$ cat src/rtl/riscv_lsu_if.sv
// rtl/riscv_lsu_if.sv - EX request, data-cache and writeback signals of the load/store unit
`ifndef CACHE_D_WRITE_LEN
`define CACHE_D_WRITE_LEN 2
`define CACHE_D_WRITE_SB 2'd1
`define CACHE_D_WRITE_SH 2'd2
`define CACHE_D_WRITE_SW 2'd3
`endif

interface riscv_lsu_if #(
    parameter int WRITE_LEN = `CACHE_D_WRITE_LEN
);
    logic                 req_valid;
    logic                 req_ready;
    logic                 req_load;
    logic                 req_store;
    logic [2:0]           req_funct3;
    logic [31:0]          req_addr;
    logic [31:0]          req_wdata;
    logic [4:0]           req_rd;
    logic                 cache_d_write_en;
    logic [WRITE_LEN-1:0] cache_d_write;
    logic [3:0]           cache_wmask;
    logic [31:0]          cache_addr;
    logic [31:0]          cache_wdata;
    logic [31:0]          cache_rdata;
    logic                 resp_valid;
    logic                 resp_err;
    logic [31:0]          resp_rdata;
    logic [4:0]           resp_rd;

    modport slave (
        input  req_valid, req_load, req_store, req_funct3, req_addr, req_wdata, req_rd,
        input  cache_rdata,
        output req_ready,
        output cache_d_write_en, cache_d_write, cache_wmask, cache_addr, cache_wdata,
        output resp_valid, resp_err, resp_rdata, resp_rd
    );

    modport master (
        output req_valid, req_load, req_store, req_funct3, req_addr, req_wdata, req_rd,
        output cache_rdata,
        input  req_ready,
        input  cache_d_write_en, cache_d_write, cache_wmask, cache_addr, cache_wdata,
        input  resp_valid, resp_err, resp_rdata, resp_rd
    );
endinterface

$ cat src/rtl/riscv_lsu.sv
// rtl/riscv_lsu.sv - MEM-stage load/store unit: alignment check, cache drive, load formatting
`ifndef CACHE_D_WRITE_LEN
`define CACHE_D_WRITE_LEN 2
`define CACHE_D_WRITE_SB 2'd1
`define CACHE_D_WRITE_SH 2'd2
`define CACHE_D_WRITE_SW 2'd3
`endif

module riscv_lsu #(
    parameter int LOAD_LATENCY = 1,
    parameter int WRITE_LEN    = `CACHE_D_WRITE_LEN
) (
    input logic        clk,
    input logic        rst,
    riscv_lsu_if.slave bus
);
    typedef enum logic [1:0] {IDLE, ISSUE, WAIT, CAPTURE} state_t;

    localparam logic [1:0] WAIT_LAST = (LOAD_LATENCY > 1) ? 2'(LOAD_LATENCY - 2) : 2'd0;

    state_t      state;
    logic [31:0] addr_q;
    logic [31:0] wdata_q;
    logic [2:0]  funct3_q;
    logic [4:0]  rd_q;
    logic        load_q;
    logic [1:0]  wait_cnt;
    logic        err_q;
    logic        resp_valid_q;
    logic        resp_err_q;
    logic [31:0] resp_rdata_q;
    logic [4:0]  resp_rd_q;

    logic        f3_ok;
    logic        misaligned;
    logic        req_err;
    logic        accept;
    logic        store_issue;
    logic [3:0]  base_mask;
    logic [WRITE_LEN-1:0] write_code;
    logic [31:0] lane;
    logic [31:0] load_data;

    always_comb begin
        f3_ok = 1'b0;
        if (bus.req_load)
            f3_ok = bus.req_funct3 inside {3'b000, 3'b001, 3'b010, 3'b100, 3'b101};
        else
            f3_ok = bus.req_funct3 inside {3'b000, 3'b001, 3'b010};
        misaligned = ((bus.req_funct3[1:0] == 2'b01) && bus.req_addr[0]) ||
                     ((bus.req_funct3[1:0] == 2'b10) && (bus.req_addr[1:0] != 2'b00));
        req_err    = !f3_ok || (bus.req_load == bus.req_store) || misaligned;
    end

    assign accept        = bus.req_valid && (state == IDLE);
    assign bus.req_ready = (state == IDLE);

    // Write strobe is decoded from state so an async reset kills it without waiting for a clock.
    assign store_issue          = (state == ISSUE) && !load_q;
    assign bus.cache_d_write_en = store_issue;
    assign bus.cache_addr       = addr_q;
    assign bus.cache_wdata      = wdata_q << {addr_q[1:0], 3'b000};
    assign bus.cache_d_write    = write_code;

    always_comb begin
        base_mask  = 4'b1111;
        write_code = WRITE_LEN'(`CACHE_D_WRITE_SW);
        case (funct3_q[1:0])
            2'b00: begin
                base_mask  = 4'b0001;
                write_code = WRITE_LEN'(`CACHE_D_WRITE_SB);
            end
            2'b01: begin
                base_mask  = 4'b0011;
                write_code = WRITE_LEN'(`CACHE_D_WRITE_SH);
            end
            default: begin
                base_mask  = 4'b1111;
                write_code = WRITE_LEN'(`CACHE_D_WRITE_SW);
            end
        endcase
        bus.cache_wmask = store_issue ? (base_mask << addr_q[1:0]) : 4'b0000;
    end

    // Requests are alignment-checked on accept, so the shifted lane always holds the whole datum.
    always_comb begin
        lane = bus.cache_rdata >> {addr_q[1:0], 3'b000};
        case (funct3_q)
            3'b000:  load_data = {{24{lane[7]}}, lane[7:0]};
            3'b001:  load_data = {{16{lane[15]}}, lane[15:0]};
            3'b100:  load_data = {24'b0, lane[7:0]};
            3'b101:  load_data = {16'b0, lane[15:0]};
            default: load_data = bus.cache_rdata;
        endcase
    end

    always_ff @(posedge clk or negedge rst) begin
        if (!rst) begin
            state        <= IDLE;
            addr_q       <= 32'b0;
            wdata_q      <= 32'b0;
            funct3_q     <= 3'b0;
            rd_q         <= 5'b0;
            load_q       <= 1'b0;
            wait_cnt     <= 2'b0;
            err_q        <= 1'b0;
            resp_valid_q <= 1'b0;
            resp_err_q   <= 1'b0;
            resp_rdata_q <= 32'b0;
            resp_rd_q    <= 5'b0;
        end else begin
            resp_valid_q <= 1'b0;
            resp_err_q   <= 1'b0;
            resp_rdata_q <= 32'b0;
            resp_rd_q    <= 5'b0;
            err_q        <= 1'b0;
            if (err_q) begin
                resp_valid_q <= 1'b1;
                resp_err_q   <= 1'b1;
            end
            case (state)
                IDLE: begin
                    if (accept) begin
                        addr_q   <= bus.req_addr;
                        wdata_q  <= bus.req_wdata;
                        funct3_q <= bus.req_funct3;
                        rd_q     <= bus.req_rd;
                        load_q   <= bus.req_load;
                        if (req_err)
                            err_q <= 1'b1;
                        else
                            state <= ISSUE;
                    end
                end
                ISSUE: begin
                    if (!load_q) begin
                        state        <= IDLE;
                        resp_valid_q <= 1'b1;
                    end else if (LOAD_LATENCY > 1) begin
                        state    <= WAIT;
                        wait_cnt <= 2'b0;
                    end else begin
                        state <= CAPTURE;
                    end
                end
                WAIT: begin
                    if (wait_cnt == WAIT_LAST)
                        state <= CAPTURE;
                    else
                        wait_cnt <= wait_cnt + 2'd1;
                end
                CAPTURE: begin
                    state        <= IDLE;
                    resp_valid_q <= 1'b1;
                    resp_rdata_q <= load_data;
                    resp_rd_q    <= rd_q;
                end
                default: state <= IDLE;
            endcase
        end
    end

    assign bus.resp_valid = resp_valid_q;
    assign bus.resp_err   = resp_err_q;
    assign bus.resp_rdata = resp_rdata_q;
    assign bus.resp_rd    = resp_rd_q;
endmodule

$ cat src/flat_wrapper.sv
// flat-port wrapper written by rule: the top's interface ports become plain ports
module riscv_lsu_flat 
#(
    parameter int LOAD_LATENCY = 1,
    parameter int WRITE_LEN    = `CACHE_D_WRITE_LEN
)
  (clk, rst, bus_req_valid, bus_req_load, bus_req_store, bus_req_funct3, bus_req_addr, bus_req_wdata, bus_req_rd, bus_cache_rdata, bus_req_ready, bus_cache_d_write_en, bus_cache_d_write, bus_cache_wmask, bus_cache_addr, bus_cache_wdata, bus_resp_valid, bus_resp_err, bus_resp_rdata, bus_resp_rd);
  riscv_lsu_if #(.WRITE_LEN(WRITE_LEN)) bus_i ();
  input logic clk;
  input logic rst;
  input wire logic [$bits(bus_i.req_valid)-1:0] bus_req_valid;
  input wire logic [$bits(bus_i.req_load)-1:0] bus_req_load;
  input wire logic [$bits(bus_i.req_store)-1:0] bus_req_store;
  input wire logic [$bits(bus_i.req_funct3)-1:0] bus_req_funct3;
  input wire logic [$bits(bus_i.req_addr)-1:0] bus_req_addr;
  input wire logic [$bits(bus_i.req_wdata)-1:0] bus_req_wdata;
  input wire logic [$bits(bus_i.req_rd)-1:0] bus_req_rd;
  input wire logic [$bits(bus_i.cache_rdata)-1:0] bus_cache_rdata;
  output wire logic [$bits(bus_i.req_ready)-1:0] bus_req_ready;
  output wire logic [$bits(bus_i.cache_d_write_en)-1:0] bus_cache_d_write_en;
  output wire logic [$bits(bus_i.cache_d_write)-1:0] bus_cache_d_write;
  output wire logic [$bits(bus_i.cache_wmask)-1:0] bus_cache_wmask;
  output wire logic [$bits(bus_i.cache_addr)-1:0] bus_cache_addr;
  output wire logic [$bits(bus_i.cache_wdata)-1:0] bus_cache_wdata;
  output wire logic [$bits(bus_i.resp_valid)-1:0] bus_resp_valid;
  output wire logic [$bits(bus_i.resp_err)-1:0] bus_resp_err;
  output wire logic [$bits(bus_i.resp_rdata)-1:0] bus_resp_rdata;
  output wire logic [$bits(bus_i.resp_rd)-1:0] bus_resp_rd;
  assign bus_i.req_valid = bus_req_valid;
  assign bus_i.req_load = bus_req_load;
  assign bus_i.req_store = bus_req_store;
  assign bus_i.req_funct3 = bus_req_funct3;
  assign bus_i.req_addr = bus_req_addr;
  assign bus_i.req_wdata = bus_req_wdata;
  assign bus_i.req_rd = bus_req_rd;
  assign bus_i.cache_rdata = bus_cache_rdata;
  assign bus_req_ready = bus_i.req_ready;
  assign bus_cache_d_write_en = bus_i.cache_d_write_en;
  assign bus_cache_d_write = bus_i.cache_d_write;
  assign bus_cache_wmask = bus_i.cache_wmask;
  assign bus_cache_addr = bus_i.cache_addr;
  assign bus_cache_wdata = bus_i.cache_wdata;
  assign bus_resp_valid = bus_i.resp_valid;
  assign bus_resp_err = bus_i.resp_err;
  assign bus_resp_rdata = bus_i.resp_rdata;
  assign bus_resp_rd = bus_i.resp_rd;
  riscv_lsu #(.LOAD_LATENCY(LOAD_LATENCY), .WRITE_LEN(WRITE_LEN)) u_core (.clk(clk), .rst(rst), .bus(bus_i));
endmodule
$ cat config.mk
export PLATFORM = sky130hd
export DESIGN_NAME = riscv_lsu_flat
export DESIGN_NICKNAME = d
export VERILOG_FILES = /design/src/rtl/riscv_lsu_if.sv /design/src/rtl/riscv_lsu.sv /design/src/flat_wrapper.sv
export SDC_FILE = /design/constraint.sdc
export NUM_CORES = 1
export LEC_CHECK = 0
export CAP_MARGIN = 30
export CORE_ASPECT_RATIO = 1.2
export CORE_UTILIZATION = 43
export DETAILED_ROUTE_END_ITERATION = 8
export PLACE_DENSITY = 0.85
export SETUP_SLACK_MARGIN = 0.05
export SLEW_MARGIN = 10
export SYNTH_ARGS = -nofsm -noshare
export SYNTH_HDL_FRONTEND = slang
export SYNTH_SLANG_ARGS = --single-unit
export TNS_END_PERCENT = 100
$ cat constraint.sdc
create_clock -name clk -period 2.3 [get_ports clk]
set_clock_uncertainty 0.2 [all_clocks]
set_input_delay 0.23 -clock clk [delete_from_list [all_inputs] [get_ports clk]]
set_output_delay 0.23 -clock clk [all_outputs]
set_load 0.005 [all_outputs]
Word-level counts from Yosys, hierarchy flattened
Cells that the tools add are included.
Storage, ports and cells
  register bits: 117
  output and inout bits: 111
  logic and storage cells: 72
Operators by class
  add/sub/neg operators: 1
  equality and inequality tests: 17
  shifts and indexed selects: 3
  mux-type cells: 18
  bitwise logic cells: 1
  reduce and logical (&&, ||, !) cells: 20
Operators with widths (count)
  32-bit one-hot mux with 4 select lines: 1
  32-bit two-way mux: 1
  32-bit by 5-bit << shifter with 32-bit output: 1
  32-bit by 5-bit right shift with 16-bit output: 1
  3-bit == test (second input constant): 4
  2-bit two-way mux: 4
  2-bit one-hot mux with 4 select lines: 1
  4-bit one-hot mux with 2 select lines: 1
  2-bit by 1-bit == test with 1-bit output (second input constant): 3
  2-bit == test (second input constant): 3
  3-bit by 1-bit == test with 1-bit output (second input constant): 2
  2-bit logical NOT: 3
  3-bit logical NOT: 2
  1-bit two-way mux: 6
  5-bit two-way mux: 1
  5-bit nonzero test: 1
  1-bit logical AND: 4
  4-bit two-way mux: 1
  2-bit by 1-bit != test with 1-bit output (second input constant): 2
  2-bit one-hot mux with 2 select lines: 1
  2-bit AND reduction: 2
  4-bit by 2-bit << shifter with 4-bit output: 1
  3-bit by 2-bit == test with 1-bit output (second input constant): 1
  1-bit logical OR: 3
  9 further kinds: 10

Logic depth before layout (Yosys ltp)
Gate-level depths: netlist of the first run.
  depth after elaboration: 9
  mapped depth: 7

Worst setup path after synthesis of the first run
No wires, ideal clock.
  path kind: reg-to-reg
  start point: register u_core.addr_q[0] (netlist: u_core.bus.cache_addr[0])
  end point: register u_core.resp_rdata_q[21] (netlist: u_core.bus.resp_rdata[21])
  setup time: 0.120 ns
  data arrival time: 1.551 ns
  required time: 1.980 ns
  setup slack: 0.429 ns
  stages on the path, launching flop included: 6
  period minus slack after synthesis: 1.871 ns
  path through: dfrtp_1 -> mux2_2 -> o221ai_4 -> a21boi_4 -> buf_4 -> nor2_1
Between the ends
  word-level cells in the longest chain between the ends: 3
RTL lines
  from (decl): RTL line riscv_lsu.sv:22  | logic [31:0] addr_q;
  from (signal assigned): RTL line riscv_lsu.sv:124  | addr_q <= bus.req_addr;
  32-bit by 5-bit right shift with 16-bit output: RTL line riscv_lsu.sv:87  | lane = bus.cache_rdata >> {addr_q[1:0], 3'b000};
  32-bit one-hot mux with 4 select lines: RTL line riscv_lsu.sv:88  | case (funct3_q)
  32-bit two-way mux: RTL line riscv_lsu.sv:121  | case (state)
  to (signal assigned): RTL line riscv_lsu.sv:155  | resp_rdata_q <= load_data;
  to (decl): RTL line riscv_lsu.sv:31  | logic [31:0] resp_rdata_q;
Every way passes these cells.
A chain may end at the register's enable or synchronous reset.

Worst setup path after layout of the first run
  start point: register u_core.addr_q[0] (netlist: u_core.bus.cache_addr[0])
  end point: output bus_cache_wdata[5]
Between the ends
  word-level cells in the longest chain between the ends: 1
RTL lines
  32-bit by 5-bit << shifter with 32-bit output: RTL line riscv_lsu.sv:62  | assign bus.cache_wdata = wdata_q << {addr_q[1:0], 3'b000};
  to (decl): RTL line flat_wrapper.sv:24  | output wire logic [$bits(bus_i.cache_wdata)-1:0] bus_cache_wdata;
Every way passes these cells.

==> results of run 1 <==
## Yosys cell counts (all sizes together)
cell type	number
a21oi	25
a21boi	1
mux2i	25
xnor2	1
buf	17
o21ai	50
nor2b	10
nor4	1
ha	1
nor2	32
nand3	1
or2	2
dfrtp	117
o21bai	1
nand2b	4
nand2	30
nor3	2
mux2	75
o22ai	2
a21o	1
clkbuf	14
nand3b	2
and3	5
and2	11
o221ai	2
a211oi	9
inv	5
o2bb2ai	7
## path summary, 6_finish.rpt
path / endpoint / start / depth (start not counted)
max: bus_cache_wdata[5] / u_core.bus.cache_addr[0] / 5
min: u_core.bus.resp_rdata[4] / bus_cache_rdata[4] / 3
max reg2reg: u_core.bus.cache_addr[22] / u_core.state[1] / 5
min reg2reg: u_core.bus.resp_err / u_core.err_q / 0
max in group asynchronous: u_core.state[1] / rst / 3
min in group asynchronous: u_core.bus.cache_addr[11] / rst / 3
## flip-flops by register name (all words and copies together), names as in the netlist
register               count
u_core.bus.cache_addr     32
u_core.bus.resp_rdata     32
u_core.wdata_q            32
u_core.bus.resp_rd         5
u_core.rd_q                5
u_core.funct3_q            3
u_core.state               2
u_core.wait_cnt            2
u_core.bus.resp_err        1
u_core.bus.resp_valid      1
u_core.err_q               1
u_core.load_q              1
## logic make-up after synthesis
kind of cell             Yosys count  synth area share [%]
buffers and inverters             36                 3.205
multiplexers                     100                 20.77
XOR/XNOR                           1                0.1662
flip-flops                       117                 55.56
AND/OR/NAND/NOR                  100                 8.951
adder cells (fa/ha/maj)            1                0.2374
AO/OA/AOI/OAI                     98                 11.11
## what timing repair did
action / CTS / global route
hold endpoints to repair: 117 / 0
resized for setup: 40 / 10
hold buffers: 1 / 0
pin swaps: 2 / 0
buffers inserted: 8 / 2
endpoints found under the setup margin: 37 / 24
## per-layer routing
layer	up-vias	part of all wire, %	track usage (%)
met2	225	53	44.00
met1	2232	36	25.63
met3	43	8.2	7.971
met4	0	2.8	11.27
li1	2070	-	-
met5	-	0	0
## through the flow
stage / std cells / worst slack (ps) / hold WS [ps] / power, W / instance area (sq um)
6_report: 861 / -56.25 / 181.8 / 0.01151 / 8422
5_1_grt: 861 / -145.5 / 206.7 / 0.01213 / 8422
4_1_cts: 859 / -92.86 / 161.7 / 0.01146 / 8364
3_5_place_dp: 818 / 166.6 / 166.5 / 0.008755 / 7699
3_3_place_gp: 818 / 181.2 / 160.1 / 0.008572 / 7699
2_1_floorplan: 453 / 429.3 / -265.6 / 0.005930 / 5270
## worst register-to-register path, delay by kind of cell (launching register included)
kind,cells,cell delay (ps)
AND/OR/NAND/NOR,2,540
multiplexers,1,370
buffers and inverters,2,420
flip-flops,1,400
## final cells by class
class | count | share of cell area [%]
Sequential cell | 117 | 34.81
Tap cell | 157 | 2.332
Inverter | 5 | 0.2228
Timing Repair Buffer | 250 | 29.79
Clock buffer | 22 | 5.512
Clock inverter | 10 | 1.248
Multi-Input combinational cell | 300 | 26.09
## power by group
| group | total, W | internal (W) | switching, W |
|---|---|---|---|
| clock network | 0.00255 | 0.00164 | 0.000910 |
| logic | 0.00554 | 0.00318 | 0.00236 |
| registers | 0.00343 | 0.00288 | 0.000548 |
==> run metrics, run 1 <==
status finished, violations left; failing checks setup timing; synth unique cells 33; Fmax 0.4244 GHz; Area growth syn-to-layout 59.81%; DRT iter0 DRCs 234; Synth Net Count 563; most common cell after layout, fill and taps aside clkdlybuf4s50_1; DP HPWL 10610 um; die height 123.3 um; # setup viols final 10; final period utilization 102.4%; pin count of the biggest net entering global routing 118; Sink Count 117; crit path max fanout 4; Max Transition Viols Final 0; Synth top area share 55.56%; dominant cells by area after synthesis dfrtp_1 (56%), mux2_2 (15%), mux2i_1 (4.7%); first-pass GRT wire length 23170 um; storage element area 0.002932 sq mm; RSZ-0062 raised after global routing yes; critical path capture point type primary output; CTS root buf clkbuf_16; RD Place Congestion 0.8610; antenna cells 0; Ys Warns 0; peak supply drop 0.7689 mV; fill count 844; Critical Path Most Common Cell buf_4; final hold viol count 0; CTS Buf Count 17; most frequent cells in the layout clkdlybuf4s50_1 (192), dfrtp_1 (114), mux2_2 (70), o21ai_0 (46), nor2_1 (32); drt total wl 15470 um; Worst Hold Class input port to register; Core Rows 43; Synth Register Bits 117; critical path's largest stage delay 500 ps; synthesized cell area 0.005270 sq mm; Die ar. 0.01270 sq mm; clk_lat worst skew 400 ps; Slew headroom 53.79%; via/cell ratio 5.308; Worst setup SP type register; I/O pin cnt 220; Worst EP required 1870 ps; ordered cell list for the critical path buf_4 -> nor2_1 -> buf_4 -> and2_1 -> clkdlybuf4s50_1; detailed-route DRC error count 0; CTS tree done; vias in the first global route 4818; slack of the critical path -56.25 ps; multi-input logic area 0.002197 sq mm; syn_area_per_cell 11.63 sq um; Die W 103.1 um; Fin Setup TNS -300.8 ps; crit-path leading delay family buffers and inverters; pwr dens 1367 mW/mm^2; vias post-DR 4570; Critical Path Slowest Stage Cell clkdlybuf4s50_1; kind of critical path register to primary output; reg2reg setup slack 250 ps; Max Cap Violations 0; H-tree levels 4; Starting Density 44.93%; post-synth top area cell dfrtp_1; final core occ 71.80%; Clock transition at path regs 50 ps; post-route ant nets 0; Max Buffers Root-to-Sink 2; share of cells above drive strength 1 20.60%; DRT Pass-1 Iters 4; Routed WL per cell 17.97 um; Worst EP arrival 1930 ps; crit path time final 2356 ps; CP Buf/Inv Count 3; initial antenna violation count 0; global route overflow 0; sequential cell area fraction in the yosys report 55.56%; Core ar. 0.01173 sq mm; Cells after Synth 453; NumNets Final 801; worst-margin pin slew 690.6 ps; Tot GR Track Use 24.48%; Port Buf Inserts 219; leak pwr 3.678 nW
Power figures use the tool's default switching activity.
==> run 2, diff against run 1 <==
--- a/config.mk
+++ b/config.mk
@@ -9,6 +9,7 @@
 export CORE_ASPECT_RATIO = 1.2
 export CORE_UTILIZATION = 43
 export DETAILED_ROUTE_END_ITERATION = 8
+export GPL_TIMING_DRIVEN = 0
 export PLACE_DENSITY = 0.85
 export SETUP_SLACK_MARGIN = 0.05
 export SLEW_MARGIN = 10
==> run 2 against run 1 <==
Compared with the run above: the run now ends clean; final cell count is 2.7% higher; wire length is 12% higher; count of clock-buffer cells in the layout is 1 higher; global-route usage is 3.4 points higher; utilization is 2.8 points higher; critical path type unchanged; sequential share of layout area is 1.3 points lower; sequential power hardly changed; largest cell class unchanged; first-iteration DRC count is 5.6% higher; non-clock buffer count is 27 higher; clock power is 3% lower.
==> run metrics, run 2 (synthesis results as in run 1) <==
H-tree levels 4 (unchanged); Fmax 0.4365 GHz (was 0.4244 GHz); Tot GR Track Use 27.88% (was 24.48%); Max Buffers Root-to-Sink 2 (unchanged); Starting Density 44.93% (unchanged); Cells after DPL 830 (was 818); most frequent cells in the layout clkdlybuf4s50_1 (182), dfrtp_1 (115), mux2_2 (70), o21ai_0 (44), nand2_1 (29) (was clkdlybuf4s50_1 (192), dfrtp_1 (114), mux2_2 (70), o21ai_0 (46), nor2_1 (32)); critical path's largest stage delay 400 ps (was 500 ps); CTS tree done (unchanged); leak pwr 3.774 nW (was 3.678 nW); Worst Hold Class input port to async pin (was input port to register); Sink Count 117 (unchanged); most common cell after layout, fill and taps aside clkdlybuf4s50_1 (unchanged); CTS Buf Count 17 (unchanged); reg2reg path depth 8 (was 5); status complete, no violations (was finished, violations left); Port Buf Inserts 219 (unchanged); I/O pin cnt 220 (unchanged); DRT Pass-1 Iters 4 (unchanged); vias in the first global route 4948 (was 4818); worst-margin pin slew 604.1 ps (was 690.6 ps); Fin Setup TNS 0 ps (was -300.8 ps); antenna cells 0 (unchanged); reg2reg setup slack 190 ps (was 250 ps); Die W 103.1 um (unchanged); Max Cap Violations 0 (unchanged); Max Transition Viols Final 0 (unchanged); capturing point of the worst reg2reg path u_core.bus.resp_rdata[24] (was u_core.bus.cache_addr[22]); RSZ-0062 raised after global routing yes (unchanged); total power 0.01239 W (was 0.01151 W); post-route ant nets 0 (unchanged); Core ar. 0.01173 sq mm (unchanged); first-pass GRT wire length 25700 um (was 23170 um); vias post-DR 4759 (was 4570); clk_lat worst skew 410 ps (was 400 ps); final period utilization 99.60% (was 102.4%); crit-path leading delay family buffers and inverters (unchanged); Worst EP arrival 1860 ps (was 1930 ps); CTS root buf clkbuf_16 (unchanged); critical path capture point type primary output (unchanged); detailed-route DRC error count 0 (unchanged); pin count of the biggest net entering global routing 64 (was 118); via/cell ratio 5.383 (was 5.308); initial antenna violation count 0 (unchanged); pwr dens 1416 mW/mm^2 (was 1367 mW/mm^2); Core Rows 43 (unchanged); DP HPWL 11810 um (was 10610 um); Worst EP required 1870 ps (about the same); Area growth syn-to-layout 66.12% (was 59.81%); DRT iter0 DRCs 247 (was 234); crit path time final 2291 ps (was 2356 ps); die height 123.3 um (unchanged); Routed WL per cell 19.68 um (was 17.97 um); Post-Layout Cell Count 884 (was 861); RD Place Congestion 0.8459 (was 0.8610); Clock transition at path regs 50 ps (about the same); Worst setup SP type register (unchanged); NumNets Final 828 (was 801); Critical Path Most Common Cell buf_12 (was buf_4); Critical Path Slowest Stage Cell dfrtp_1 (was clkdlybuf4s50_1); Critical R2R Launch u_core.bus.cache_addr[1] (was u_core.state[1]); peak supply drop 0.7639 mV (was 0.7689 mV); global route overflow 0 (unchanged); crit path max fanout 5 (was 4); # setup viols final 0 (was 10); ordered cell list for the critical path buf_6 -> buf_12 -> buf_12 -> buf_12 -> mux2i_2 -> buf_4 -> a21oi_2 -> buf_2 (was buf_4 -> nor2_1 -> buf_4 -> and2_1 -> clkdlybuf4s50_1); CP Buf/Inv Count 6 (was 3); kind of critical path register to primary output (unchanged); final hold viol count 0 (unchanged); Slew headroom 59.72% (was 53.79%); drt total wl 17400 um (was 15470 um); share of cells above drive strength 1 29.85% (was 20.60%); Die ar. 0.01270 sq mm (unchanged)
==> run 2: changes by cell type in the layout (fill, tap and decap cells not counted), moves of 7 or more <==
cell	previous run	this run
buf_2	0	22
buf_6	2	9
clkbuf_2	0	9
clkdlybuf4s50_1	192	182
dlygate4sd2_1	21	8
mux2i_1	24	16
nor2_1	32	22
==> run 2: what timing repair did <==
item / CTS / global route
resized for setup: 174 / 40
endpoints found under the setup margin: 44 / 87
hold buffers: 1 / 0
buffers inserted: 14 / 9
cloned: 0 / 4
hold endpoints to repair: 62 / 0
pin swaps: 10 / 7
==> run 2: power by group <==
group	switching [W]	internal [W]
registers	0.000566	0.00288
logic	0.00289	0.00360
clock network	0.000872	0.00159
==> run 2: worst max path at each step <==
stage                             start                   endpoint  slack, ps  cells after the start
6_report       u_core.bus.cache_addr[1]        bus_cache_wdata[29]          9                      8
5_1_grt        u_core.bus.cache_addr[1]        bus_cache_wdata[29]        -50                      8
3_5_place_dp   u_core.bus.cache_addr[1]         bus_cache_wmask[3]       -570                      6
2_1_floorplan  u_core.bus.cache_addr[0]  u_core.bus.resp_rdata[21]        430                      5
4_1_cts        u_core.bus.cache_addr[1]  u_core.bus.resp_rdata[24]         40                      8
3_3_place_gp                        rst             u_core.rd_q[0]      -3540                      1
==> run 2: worst reg2reg max path, cell delays in order, from the launching register on <==
cell and delay (ps):
dfrtp_1 400, buf_6 140, buf_6 120, buf_6 110
or2_4 250, o221ai_4 220, a21boi_4 300, buf_6 190
nor2_1 60
==> run 2: stage by stage <==
stage	hold slack (ps)	util (%)	setup WS, ps	area (sq um)
after floorplan	-265.6	-	429.3	5270
after global placement	163.0	65.30	-3537	7659
after detailed placement	52.11	65.54	-574.3	7687
after CTS	178.8	73.23	38.39	8589
after global routing	194.4	74.64	-48.16	8755
final	173.2	74.64	9.223	8755
==> run 2: area by class of cell <==
| cell class | count | area [sq um] |
|---|---|---|
| Fill cell | 809 | 2974 |
| Sequential cell | 117 | 2930 |
| Multi-Input combinational cell | 300 | 2372 |
| Timing Repair Buffer | 246 | 2369 |
| Clock buffer | 23 | 498.0 |
| Buffer | 31 | 320.3 |
| Tap cell | 157 | 196.4 |
| Clock inverter | 5 | 50.05 |
| Inverter | 5 | 18.77 |
==> run 2: routing by layer <==
metal  part of all wire, %  routed length, um  vias to the layer above  global-route usage [%]
met5                     0                  0                        -                       0
met4                   4.2                732                        0                   15.85
met3                   7.5               1311                       63                   6.840
met2                    52               9012                      260                   48.75
met1                    36               6338                     2315                   30.60
li1                      -                  -                     2121                       -
==> run 3, diff against run 2 <==
--- a/config.mk
+++ b/config.mk
@@ -9,6 +9,7 @@
 export CORE_ASPECT_RATIO = 1.2
 export CORE_UTILIZATION = 43
 export DETAILED_ROUTE_END_ITERATION = 8
+export GPL_ROUTABILITY_DRIVEN = 0
 export GPL_TIMING_DRIVEN = 0
 export PLACE_DENSITY = 0.85
 export SETUP_SLACK_MARGIN = 0.05
==> results of run 3 <==
No change in the layout: final DEF, timing and power equal those of run 2.
==> RTL change 1, RTL diff (settings of run 2) <==
Make the reset (`rst`) synchronous in one clocked block. Comments in the files are not updated.
--- a/src/rtl/riscv_lsu.sv
+++ b/src/rtl/riscv_lsu.sv
@@ -96,3 +96,3 @@
 
-    always_ff @(posedge clk or negedge rst) begin
+    always_ff @(posedge clk) begin
         if (!rst) begin
Formal check against the unedited RTL: differs if rst is asserted again (counterexample within 4 cycles, from zero or initial values and one cycle with rst low); with rst held inactive, the same outputs for 4 cycles.
==> RTL change 1 against run 2 <==
- critical path type unchanged
- die area down 2.7%
- sequential share of layout area down 5.8 points
- design area down 3.0%
- setup slack worse by 15 ps
- count of clock-buffer cells in the layout down 2
- the flow now finishes with violations (negative setup slack)
- critical path depth down 1
- core utilization down 1.3 points
- sequential cell count unchanged
- synthesized area down 2.7%
- largest cell class is now multi-input combinational cells
- wire length up 3.2%
Power is not compared: it rests on default switching activity, and its combinational part moved more than twofold at a synthesized area within 25%.
==> RTL change 1: results (changes against run 2) <==
The run gives 458 (was 300) as the number of combinational gates with multiple inputs. The tools report the post-layout worst setup margin as -5.54 ps (was 9.22 ps). The number of global-route vias before repair was 5,578 (was 4,948). The multi-input gate share of the layout cell area is 31.2% (was 27.1%). The checks that failed: negative setup slack.

The final-layout clock-cell area share is 7.41% (was 6.26%), and the total negative slack is -5.54 ps (was 0 ps). Maximum net fanout on the critical path: 7 (was 5). For the synthesized netlist cell count, the log shows 629 (was 453). The tools report the capture instance of the worst register-to-register path as u_core.bus.resp_rdata[26]$_SDFF_PN0_ (was u_core.bus.resp_rdata[24]$_DFF_PN0_).

The run gives 877 (was 809) as the fill cell total of the finished layout. Highest-delay cell along the critical path: sky130_fd_sc_hd__dfxtp_2 (was sky130_fd_sc_hd__dfrtp_1). The total of hold buffers inserted after clock tree synthesis is 0 (was 1), and the layout overhead on the synthesized area is 65.5% (was 66.1%). The final-layout non-clock buffer area share came out at 31.1% (was 30.7%).

The tools report the critical path data arrival time as 1880 ps (was 1860 ps). Half-perimeter wire length after detailed placement: 12,500 um (was 11,800 um). Cell types with the largest area share after synthesis: sky130_fd_sc_hd__dfxtp_1, sky130_fd_sc_hd__nand2_1, sky130_fd_sc_hd__a21boi_0, sky130_fd_sc_hd__mux2i_1, sky130_fd_sc_hd__a21oi_1 (was sky130_fd_sc_hd__dfrtp_1, sky130_fd_sc_hd__mux2_2, sky130_fd_sc_hd__mux2i_1, sky130_fd_sc_hd__o21ai_0, sky130_fd_sc_hd__a21oi_1).

For the overall via count from detail_route, the log shows 5,497 (was 4,759). For the global placement routability congestion, the log shows 0.947 (was 0.846). The fraction of synthesized cell area in xor and xnor cells is 0.342% (was 0.166%), and the final net count is 989 (was 828). Proportion of synthesized area in mux cells: 5.30% (was 20.8%). Total global routing track utilization: 30.0% (was 27.9%).

The number of cells in the finished layout apart from fillers is 1,049 (was 884), and the count of inverters not on the clock network in the layout is 6 (was 5). For the setup slack of the most critical reg-to-reg path, the log shows 130 ps (was 190 ps). The path type of the worst min-delay path was in2reg (was in2async). The delay of the slowest cell on the worst path works out to 320 ps (was 400 ps). Post-synth top cells: sky130_fd_sc_hd__nand2_1, sky130_fd_sc_hd__dfxtp_1, sky130_fd_sc_hd__a21boi_0, sky130_fd_sc_hd__clkbuf_1 (was sky130_fd_sc_hd__dfrtp_1, sky130_fd_sc_hd__mux2_2, sky130_fd_sc_hd__o21ai_0, sky130_fd_sc_hd__nor2_1, sky130_fd_sc_hd__nand2_1).

The non-clock buffer instance count of the final layout came out at 279 (was 277). For the detailed-router iteration count before antenna repair, the log shows 5 (was 4). The run gives 1 (was 0) as the number of setup violations in the final report. Fraction of registers with async set/reset: 0% (was 100%). The average wire per cell in the routed design came out at 17.1 um (was 19.7 um).

The flow ran to the end, but the final reports show violations. The tools report the count of clock buffers in the final design as 21 (was 23). For the worst hold margin, the log shows 165 ps (was 173 ps).
[RTL change 1: changes by cell type in the layout (fill, tap and decap cells not counted), sizes merged, moves of 7 or more]
cell         delta
o21ai          -21
nand2         +157
a21boi         +74
and2           +10
dfxtp         +117
dfrtp         -117
a21oi          +13
dlygate4sd2    +16
nor2           -11
mux2           -74
o2bb2ai         -7
buf            -26
[RTL change 1: kinds of logic (layout without fill, tap and decap cells)]
group                      Yosys count  in the layout
and+or+nand+nor                    258            258
AOI/OAI and AO/OA                  170            170
DFF                                117            117
buffers and inverters               54            317
muxes                               27             27
xor gates and xnor gates             2              2
adders and majority gates            1              1
[RTL change 1: repair_timing]
action                     CTS  global route
resized for setup          122            21
setup buffers               11             1
pin swaps                    2             2
setup endpoints to repair   39            23
[RTL change 1: routing by layer]
| metal | up-vias | GRT usage (%) | wire length [um] | part of all wire, % |
|---|---|---|---|---|
| met5 | - | 0 | 0 | 0 |
| met4 | 0 | 18.5 | 851 | 4.7 |
| met3 | 64 | 10.4 | 1700 | 9.4 |
| met2 | 287 | 51.9 | 8800 | 49 |
| met1 | 2552 | 30.7 | 6610 | 37 |
| li1 | 2594 | - | - | - |
[RTL change 1: tightest hold or removal path, delay by kind of cell]
family | cells | cell delay (ps)
compound gates | 1 | 60
simple gates | 1 | 50
buf+inv | 1 | 390
[RTL change 1: power groups by stage]
stage	logic [W]	clock network (W)	registers, W
3_3_place_gp	0.000887	0	0.00221
2_1_floorplan	0.000385	0	0.00220
6_report	0.000981	0.00278	0.00217
5_1_grt	0.00105	0.00288	0.00218
4_1_cts	0.000958	0.00279	0.00217
3_5_place_dp	0.000892	0	0.00221
==> RTL change 2, RTL diff (settings of run 2) <==
Made on the original files. Set the macro `CACHE_D_WRITE_LEN` to 8 (it was 2).
--- a/src/rtl/riscv_lsu_if.sv
+++ b/src/rtl/riscv_lsu_if.sv
@@ -2,3 +2,3 @@
 `ifndef CACHE_D_WRITE_LEN
-`define CACHE_D_WRITE_LEN 2
+`define CACHE_D_WRITE_LEN 8
 `define CACHE_D_WRITE_SB 2'd1
Interface: changed (resized bus_cache_d_write); port bits go from 220 to 226. The function was not compared with the original's and may differ.
==> RTL change 2 against run 2 <==
- the flow now finishes with violations (negative setup slack)
- largest cell class unchanged
- core utilization fell by 1.8 points
- synthesized area increased by 0.93%
- sequential cell count did not move
- power decreased by 0.78%
- critical endpoint is now bus_cache_wdata[26]
- cell count grew 2.0%
- design area is 0.37% higher
- setup slack got worse by 21 ps
- synthesized cell count grew 1.5%
- wire length is 2.9% lower
==> RTL change 2: results (changes against run 2) <==
The total negative slack came out at -11.8 ps (was 0 ps). The reported leakage power is 3.83 nW (was 3.77 nW). The half-perimeter wire length after detailed placement is 11,400 um (was 11,800 um). The flow ran to the end, but the final reports show violations. The logs give 0.0123 W (was 0.0124 W) for the total power consumption of the routed design and 0.00804 W (was 0.00807 W) for the cell-internal power. The via count normalized by instance count was 5.32 (was 5.38). The length in cells of the worst reg-to-reg path is 7 (was 8).

The mean cell area of the mapped netlist was 11.6 um^2 (about the same); the number of global-route vias before repair was 4,901 (was 4,948). The logs give 0.00237 mm^2 (about the same) for the area of the multi-input gates and 25,200 um (was 25,700 um) for the global-route wire length before repair. The logs give 13 (was 14) for the buffers inserted during post-CTS setup optimization and 72.9% (was 74.6%) for the share of the core filled with cells.

The fraction of synthesized cell area in xor and xnor cells was 0.165% (was 0.166%). The count of clock buffers in the final design was 22 (was 23); the sequential share of cell area was 33.3% (was 33.5%). The final reports fail on negative setup slack. The post-synthesis cell type count was 34 (was 33); the peak ir drop on the vdd network was 0.000687 V (was 0.000764 V).

Cell types with the largest area share after synthesis: sky130_fd_sc_hd__dfrtp_1, sky130_fd_sc_hd__mux2_2, sky130_fd_sc_hd__mux2i_1, sky130_fd_sc_hd__o21ai_0, sky130_fd_sc_hd__a21oi_1 (unchanged). Number of gates resized after cts: 151 (was 174). The layout overhead on the synthesized area works out to 65.2% (was 66.1%). The logs give 0.914 (was 0.846) for the global placement routability congestion and 0.00776 mm^2 (was 0.00769 mm^2) for the post-placement cell area.

The post-layout worst setup margin is -11.8 ps (was 9.22 ps), and the post-synthesis compound-gate area fraction is 11.0% (was 11.1%). For the total global routing track utilization, the log shows 25.9% (was 27.9%). The run gives -507 ps (was -574 ps) as the worst slack at placement. The average wire per cell in the routed design works out to 18.7 um (was 19.7 um). Non-clock buffer instance count of the final layout: 280 (was 277).

The tools report the detailed-router iteration count before antenna repair as 5 (was 4). The number of setup violations in the final report is 1 (was 0), and the final-layout non-clock buffer area share is 30.6% (was 30.7%). The largest net degree at the start of global routing was 89 (was 64); the overall via count from detail_route was 4,796 (was 4,759).

For the portion of the post-synthesis area used by sequential elements, the log shows 55.0% (was 55.6%). The number of instances in the placed design is 846 (was 830). The run gives 50.6% (was 52.3%) as the fraction of power consumed by combinational cells.
## RTL change 2: routing by layer
layer / up-vias / GRT usage (%) / routed length, um
li1: 2140 / - / -
met2: 267 / 46.8 / 8830
met4: 0 / 11.4 / 466
met5: - / 0 / 0
met1: 2346 / 29.0 / 6390
met3: 43 / 6.86 / 1200
## RTL change 2: path summary, 6_finish.rpt
| check | from | to |
|---|---|---|
| max in group asynchronous | rst | u_core.bus.cache_addr[0]$_DFFE_PN0P_ |
| hold reg to reg | u_core.err_q$_DFF_PN0_ | u_core.bus.resp_err$_DFF_PN0_ |
| min in group clk | bus_cache_rdata[4] | u_core.bus.resp_rdata[4]$_DFF_PN0_ |
| hold / removal | rst | u_core.bus.cache_addr[12]$_DFFE_PN0P_ |
| setup reg to reg | u_core.bus.cache_addr[1]$_DFFE_PN0P_ | u_core.bus.resp_rdata[25]$_DFF_PN0_ |
| setup / recovery | u_core.bus.cache_addr[1]$_DFFE_PN0P_ | bus_cache_wdata[26] |
